--- src/rtl/instruction_sequencer.sv ---
// rtl/instruction_sequencer.sv - instruction FIFO and T0..T3 timestep sequencer (optional RETIRE_CNT_EN retire counter)
module instruction_sequencer #(
    parameter int DEPTH = 4,
    parameter int W     = 10,
    localparam int AW   = $clog2(DEPTH),
    localparam int CW   = AW + 1
) (
    input  logic          clk,
    input  logic          rst_n,
    input  logic [W-1:0]  Data,
    input  logic          Push,
    input  logic          Halt,
    input  logic          Clr,
    output logic [W-1:0]  INST,
    output logic [1:0]    T,
    output logic          Busy,
    output logic          Done,
    output logic          Full,
    output logic          Empty,
    output logic [CW-1:0] Count,
    output logic          Ovf,
    output logic          Err
`ifdef RETIRE_CNT_EN
    ,output logic [15:0]  Retired
`endif
);

    localparam logic [0:0] ST_IDLE = 1'b0;
    localparam logic [0:0] ST_RUN  = 1'b1;

    logic [W-1:0]  mem_q [DEPTH];
    logic [AW-1:0] rd_q, rd_d, wr_q, wr_d;
    logic [CW-1:0] count_q, count_d;
    logic          full_q, full_d, empty_q, empty_d;
    logic [0:0]    state_q, state_d;
    logic [1:0]    t_q, t_d;
    logic [W-1:0]  inst_q, inst_d;
    logic          done_q, done_d;
    logic          ovf_q, ovf_d;
    logic          err_q, err_d;
    logic          pop, push_acc, can_fetch, retire;
    logic [W-1:0]  head;

    assign head      = mem_q[rd_q];
    assign can_fetch = !empty_q && !Halt;

    always_comb begin
        state_d = state_q;
        t_d     = t_q;
        inst_d  = inst_q;
        done_d  = 1'b0;
        err_d   = err_q;
        pop     = 1'b0;
        retire  = 1'b0;
        case (state_q)
            ST_IDLE: begin
                if (can_fetch) begin
                    state_d = ST_RUN;
                    inst_d  = head;
                    pop     = 1'b1;
                    t_d     = 2'd0;
                end
            end
            ST_RUN: begin
                // Clr is meaningless at T0; T3 always retires so T never wraps on its own
                retire = (t_q == 2'd3) || ((t_q != 2'd0) && Clr);
                if (retire) begin
                    done_d = 1'b1;
                    t_d    = 2'd0;
                    if ((t_q == 2'd3) && !Clr) begin
                        err_d = 1'b1;
                    end
                    if (can_fetch) begin
                        inst_d = head;
                        pop    = 1'b1;
                    end else begin
                        state_d = ST_IDLE;
                    end
                end else begin
                    t_d = t_q + 2'd1;
                end
            end
            default: begin
                state_d = ST_IDLE;
                t_d     = 2'd0;
            end
        endcase
    end

    // A pop on the same edge frees the slot a push into a full FIFO needs
    always_comb begin
        push_acc = Push && (!full_q || pop);
        ovf_d    = ovf_q | (Push && full_q && !pop);
        count_d  = count_q + {{(CW-1){1'b0}}, push_acc} - {{(CW-1){1'b0}}, pop};
        full_d   = (count_d == CW'(DEPTH));
        empty_d  = (count_d == '0);
        wr_d     = push_acc ? wr_q + AW'(1) : wr_q;
        rd_d     = pop ? rd_q + AW'(1) : rd_q;
    end

    always_ff @(posedge clk) begin
        if (push_acc) begin
            mem_q[wr_q] <= Data;
        end
    end

    always_ff @(posedge clk or negedge rst_n) begin
        if (!rst_n) begin
            rd_q    <= '0;
            wr_q    <= '0;
            count_q <= '0;
            full_q  <= 1'b0;
            empty_q <= 1'b1;
            state_q <= ST_IDLE;
            t_q     <= 2'd0;
            inst_q  <= '0;
            done_q  <= 1'b0;
            ovf_q   <= 1'b0;
            err_q   <= 1'b0;
        end else begin
            rd_q    <= rd_d;
            wr_q    <= wr_d;
            count_q <= count_d;
            full_q  <= full_d;
            empty_q <= empty_d;
            state_q <= state_d;
            t_q     <= t_d;
            inst_q  <= inst_d;
            done_q  <= done_d;
            ovf_q   <= ovf_d;
            err_q   <= err_d;
        end
    end

`ifdef RETIRE_CNT_EN
    logic [15:0] retired_q;

    always_ff @(posedge clk or negedge rst_n) begin
        if (!rst_n) begin
            retired_q <= 16'd0;
        end else if (done_d) begin
            retired_q <= retired_q + 16'd1;
        end
    end

    assign Retired = retired_q;
`endif

    assign INST  = inst_q;
    assign T     = t_q;
    assign Busy  = (state_q == ST_RUN);
    assign Done  = done_q;
    assign Full  = full_q;
    assign Empty = empty_q;
    assign Count = count_q;
    assign Ovf   = ovf_q;
    assign Err   = err_q;

endmodule

--- config.mk ---
export PLATFORM = sky130hd
export DESIGN_NAME = instruction_sequencer
export DESIGN_NICKNAME = d
export VERILOG_FILES = /design/src/rtl/instruction_sequencer.sv
export SDC_FILE = /design/constraint.sdc
export NUM_CORES = 1
export LEC_CHECK = 0
export CORE_MARGIN = 2
export CORE_UTILIZATION = 35
export CTS_CLUSTER_DIAMETER = 30
export CTS_CLUSTER_SIZE = 24
export DETAILED_ROUTE_END_ITERATION = 6
export PLACE_DENSITY = 0.58
export SLEW_MARGIN = 20
export SYNTH_ARGS = -nofsm -noshare
export SYNTH_HDL_FRONTEND = slang
export SYNTH_SLANG_ARGS = --single-unit
--- constraint.sdc ---
create_clock -name clk -period 8.82 [get_ports clk]
set_clock_uncertainty 0.1 [all_clocks]
set_input_delay 1.323 -clock clk [delete_from_list [all_inputs] [get_ports clk]]
set_output_delay 1.323 -clock clk [all_outputs]
set_load 0.01 [all_outputs]
Word-level counts from Yosys, hierarchy flattened. Memory sizes are Yosys's and may differ from the RTL's. Index checks and enable logic that the tools add are counted.

Flip-flop bits (word level): 25. Memory bits (writable): 40. Input port bits: 15. Output and inout port bits: 21. Logic and storage cells: 54. Memories: 1.

Memory list: mem_q (depth 4, bits a word 10, rd ports 1, clocked after Yosys merged registers in 0, wr ports 1, RTL line 31) `logic [W-1:0] mem_q [DEPTH];`.

$add $sub $neg: 5. Equal/unequal tests: 4. Muxes and demuxes: 15. Bitwise gates (word level): 2. Reduce and logical (&&, ||, !) cells: 16.

Operators with widths (number): 2-to-1 mux 10 bit (2); case mux 10 bit (2 select lines) (1); 2-to-1 mux 1 bit (7); adder 2 x 1 -> 2 bit, second input constant (3); logical AND 1 bit (6); zero test 1 bit (5); 2-to-1 mux 2 bit (2); case mux 1 bit (2 select lines) (2); case mux 2 bit (2 select lines) (1); adder 3 x 1 -> 3 bit (1); equality test 3 bit, second input constant (1); zero test 3 bit (1); AND reduction 3 bit (1); subtractor 3 x 1 -> 3 bit (1); equality test 2 bit, second input constant (1); logical OR 1 bit (2); inequality test 2 x 1 -> 1 bit, second input constant (1); inequality test 2 bit, second input constant (1); nonzero test 2 bit (1); inverter 1 bit (1); bitwise OR 1 bit (1).

Logic depth before layout (Yosys ltp).
Depth in word-level cells: 10. Mapped depth: 14. Depth with buffers taken out: 14.

Worst setup path before layout. Ideal clock, no wire load.

Kind: in2reg. Start: input Clr. End: register full_q (netlist: Full). Library setup time: 88 ps. Arrival: 3323 ps. Slack: 5309 ps. Stages: 12. Buffers on the path: 1. Cells stage by stage: and2b_1 o21ai_4 buf_4 inv_1 ha_1 inv_1 ha_1 inv_1 fa_1 xnor2_1 xnor2_1 nor3b_1.

Word-level cells in the longest chain between the ends: 9.

RTL lines: start, declared (RTL line 13) `input logic Clr,`; logical AND 1 bit * (RTL line 66) `retire = (t_q == 2'd3) || ((t_q != 2'd0) && Clr);`; logical OR 1 bit * (RTL line 66); 2-to-1 mux 1 bit * (RTL line 67) `if (retire) begin`; case mux 1 bit (2 select lines) * (RTL line 55) `case (state_q)`; named net pop (RTL line 41) `logic pop, push_acc, can_fetch, retire;`; logical OR 1 bit (RTL line 92) `push_acc = Push && (!full_q || pop);`; logical AND 1 bit (RTL line 92); adder 3 x 1 -> 3 bit (RTL line 94) `count_d = count_q + {{(CW-1){1'b0}}, push_acc} - {{(CW-1){1'b0}}, pop};`; subtractor 3 x 1 -> 3 bit * (RTL line 94); named net count_d[2] (RTL line 33) `logic [CW-1:0] count_q, count_d;`; equality test 3 bit * (RTL line 95) `full_d = (count_d == CW'(DEPTH));`; named net full_d (RTL line 34) `logic full_q, full_d, empty_q, empty_d;`; end signal, assigned (RTL line 124) `full_q <= full_d;`; end, declared (RTL line 34).

Mark *: on every way through the listed nets, which the timed path passes. The rest lies on a longest branch. A chain may end at the register's enable or synchronous reset.

Final worst setup path.
Start: input Clr. End: register full_q (netlist: Full).

Word-level cells in the longest chain between the ends: 9.

RTL lines (RTL line): logical AND 1 bit * (66); logical OR 1 bit * (66); 2-to-1 mux 1 bit * (67); case mux 1 bit (2 select lines) * (55); logical OR 1 bit (92); logical AND 1 bit (92); adder 3 x 1 -> 3 bit (94); subtractor 3 x 1 -> 3 bit * (94); named net count_d[2] (33); equality test 3 bit * (95); named net full_d (34).

Marks and branches as above.

==> summary.txt <==
Worst EP required: 8.96 ns
Layout Nets: 204
R2R depth: 14
die width: 89.5 um
Post-Route Utilization: 44.6%
via count: 1243
Pre-Repair DR Iteration Count: 4
Yosys top cell by area: edfxtp_1
most common cell in the netlist: edfxtp_1
P&R area growth vs syn: 25.1%
die area: 0.00801 sq mm
fmax: 0.251 GHz
setup violators final: 0
first-pass GRT wire length: 6560 um
post-synth top area share: 46.9%
layout cells sized above 1: 21.2%
hold buffer count at cts: 0
top cells by area, synth: edfxtp_1, dfrtp_1, mux4_2, mux2_2, ha_1
Routability Congestion: 0.706
Synth Instances: 136
Non-Filler Instances: 283
FFs w/ async S/R, synth: 38.5%
CTS sink cnt: 65
worst reg2reg startpoint: T[0]
total power: 0.00108 W
largest net degree at the start of global routing: 26
area of the mapped netlist: 0.00256 sq mm
area of the core: 0.00718 sq mm
pwr dens: 337 mW/mm^2
Final Max Tran Viols: 0
Worst Setup Path Type: in -> reg
DP HPWL: 2770 um
Critical Path End: Full
clock transition at the registers of the reported paths: 0.06 ns
Distinct cells, synth: 27
Worst Path Arrival: 4.12 ns
clk_lat worst skew: 0.32 ns
EDFF count, synth: 40
# DRC: 0
TritonCTS Buffers: 9
Max-Cap Viols: 0
total gr overflow: 0
clk root buf: clkbuf_8
port bufs: 35
Initial DRC Count: 64
setup repair after global routing missed its margin: false
I/O pin count: 36
Mean Syn Cell Area: 18.8 sq um
post-route ant nets: 0
Critical path origin: Clr
Final Hold Fails: 0
Site Rows: 31
capture point of the worst reg-to-reg path: Full
critical path startpoint category: primary input
Synth Warn #: 0
CTS Buffer Depth: 2
vias in the first global route: 1337
post-CTS setup buffers: 0
post-synthesis sequential area ratio: 71.4%
initial antenna violation count: 0
number of fillers in the final layout: 602
H-Tree Depth: 3
Post-Syn Nets: 160
Initial Util: 35.7%
commonest cells in the netlist: edfxtp_1, dfrtp_1, inv_1, mux2_2
Die H: 89.5 um
VDD IR max: 98.8 uV
synthesized flop and latch total: 65
setup TNS: 0 ns
Min-Delay Path Class: reg -> reg
Reg area: 0.00183 sq mm
CTS resizes: 0
Worst-Margin Slew: 0.703 ns
Top FF cell, synth: edfxtp_1
Reg2Reg Setup Slack: 5.64 ns
CTS tree: done
WL/cell: 14.7 um
crit share post-route: 45.1%
all-layer global routing usage: 11.8%
Antenna diodes: 0
status: finished clean
Final Instance Area: 0.00320 sq mm
P_leak: 1.20 nW
vias per inst: 4.39
worst-path fanout max: 15
total wire length: 4160 um
Final min period: 3.98 ns
footprint of the multi-input gates: 666 sq um
Post-Place Cells: 268
Cell Area, Placed: 0.00302 sq mm
Worst Setup End Kind: flop
slew margin rel.: 53.1%
## cell usage in the layout, fill, tap and decap left out, drive strengths merged, types with 3 or more instances in the layout
| cell | Yosys | routed |
|---|---|---|
| clkdlybuf4s50 | 0 | 35 |
| mux2 | 11 | 11 |
| mux4 | 10 | 10 |
| dfrtp | 24 | 24 |
| edfxtp | 40 | 40 |
| clkinv | 0 | 4 |
| nor2 | 4 | 4 |
| o21ai | 3 | 3 |
| xnor2 | 4 | 4 |
| inv | 11 | 11 |
| clkbuf | 0 | 9 |
| and2 | 4 | 4 |
| ha | 8 | 8 |
## flip-flops by register name, indices dropped and copies added, names as in the netlist
name and count:
Empty 1, mem_q 40, Done 1, Ovf 1, Full 1, Err 1, Count 3, rd_q 2
INST 10, wr_q 2, T 2, Busy 1
## final cells by class
type / count / share of cell area [%]
repair buffers: 36 / 11.2
flip-flops and latches: 65 / 57.1
inverters: 11 / 1.29
multi-input cells: 57 / 20.8
clock buffers: 9 / 3.87
clock inverters: 6 / 1.88
well taps: 99 / 3.87
## power by group
group          internal [W]  leakage [nW]  total, W  switching (W)
clock network      0.000127        0.0925  0.000234       0.000107
logic              0.000208         0.451  0.000354       0.000146
registers          0.000422         0.659  0.000490      0.0000678
## cell families after synthesis
kind of cell	count (synthesis)	share of synthesized area, %
DFF	65	71.4
and+or+nand+nor	15	3.13
buffers and inverters	14	2.54
AOI/OAI and AO/OA	7	2.54
xor gates and xnor gates	5	1.71
adders and majority gates	9	4.69
muxes	21	13.9
## per-stage QoR
stage / worst slack [ns] / hold WS, ns
2_1_floorplan: 5.31 / 0.412
3_3_place_gp: 4.61 / 0.361
3_5_place_dp: 4.48 / 0.374
4_1_cts: 4.83 / 0.389
5_1_grt: 4.59 / 0.407
6_report: 4.84 / 0.385
## worst min path at each step
| stage | startpoint | endpoint | slack [ns] | cells after the start |
|---|---|---|---|---|
| after floorplan | Err | Err | 0.41 | 1 |
| after global placement | Err | Err | 0.36 | 1 |
| after detailed placement | Ovf | Ovf | 0.37 | 1 |
| after CTS | Ovf | Ovf | 0.39 | 1 |
| after global routing | Err | Err | 0.41 | 1 |
| final | Err | Err | 0.39 | 1 |
## critical path, stage by stage
cell             delay (ns)
clkdlybuf4s50_1        0.42
and2b_1                0.20
o21ai_4                0.48
a21boi_2               0.20
inv_1                  0.09
ha_1                   0.22
inv_1                  0.06
ha_1                   0.13
inv_1                  0.05
fa_1                   0.37
xnor2_1                0.15
xnor2_1                0.23
nor3b_1                0.20
## metal layers
| metal | GRT usage [%] | share of wire [%] |
|---|---|---|
| met4 | 6.65 | 2.2 |
| met5 | 0 | 0 |
| met3 | 4.71 | 3.8 |
| met1 | 12.5 | 40 |
| met2 | 19.9 | 54 |
Power figures use the tool's default switching activity.
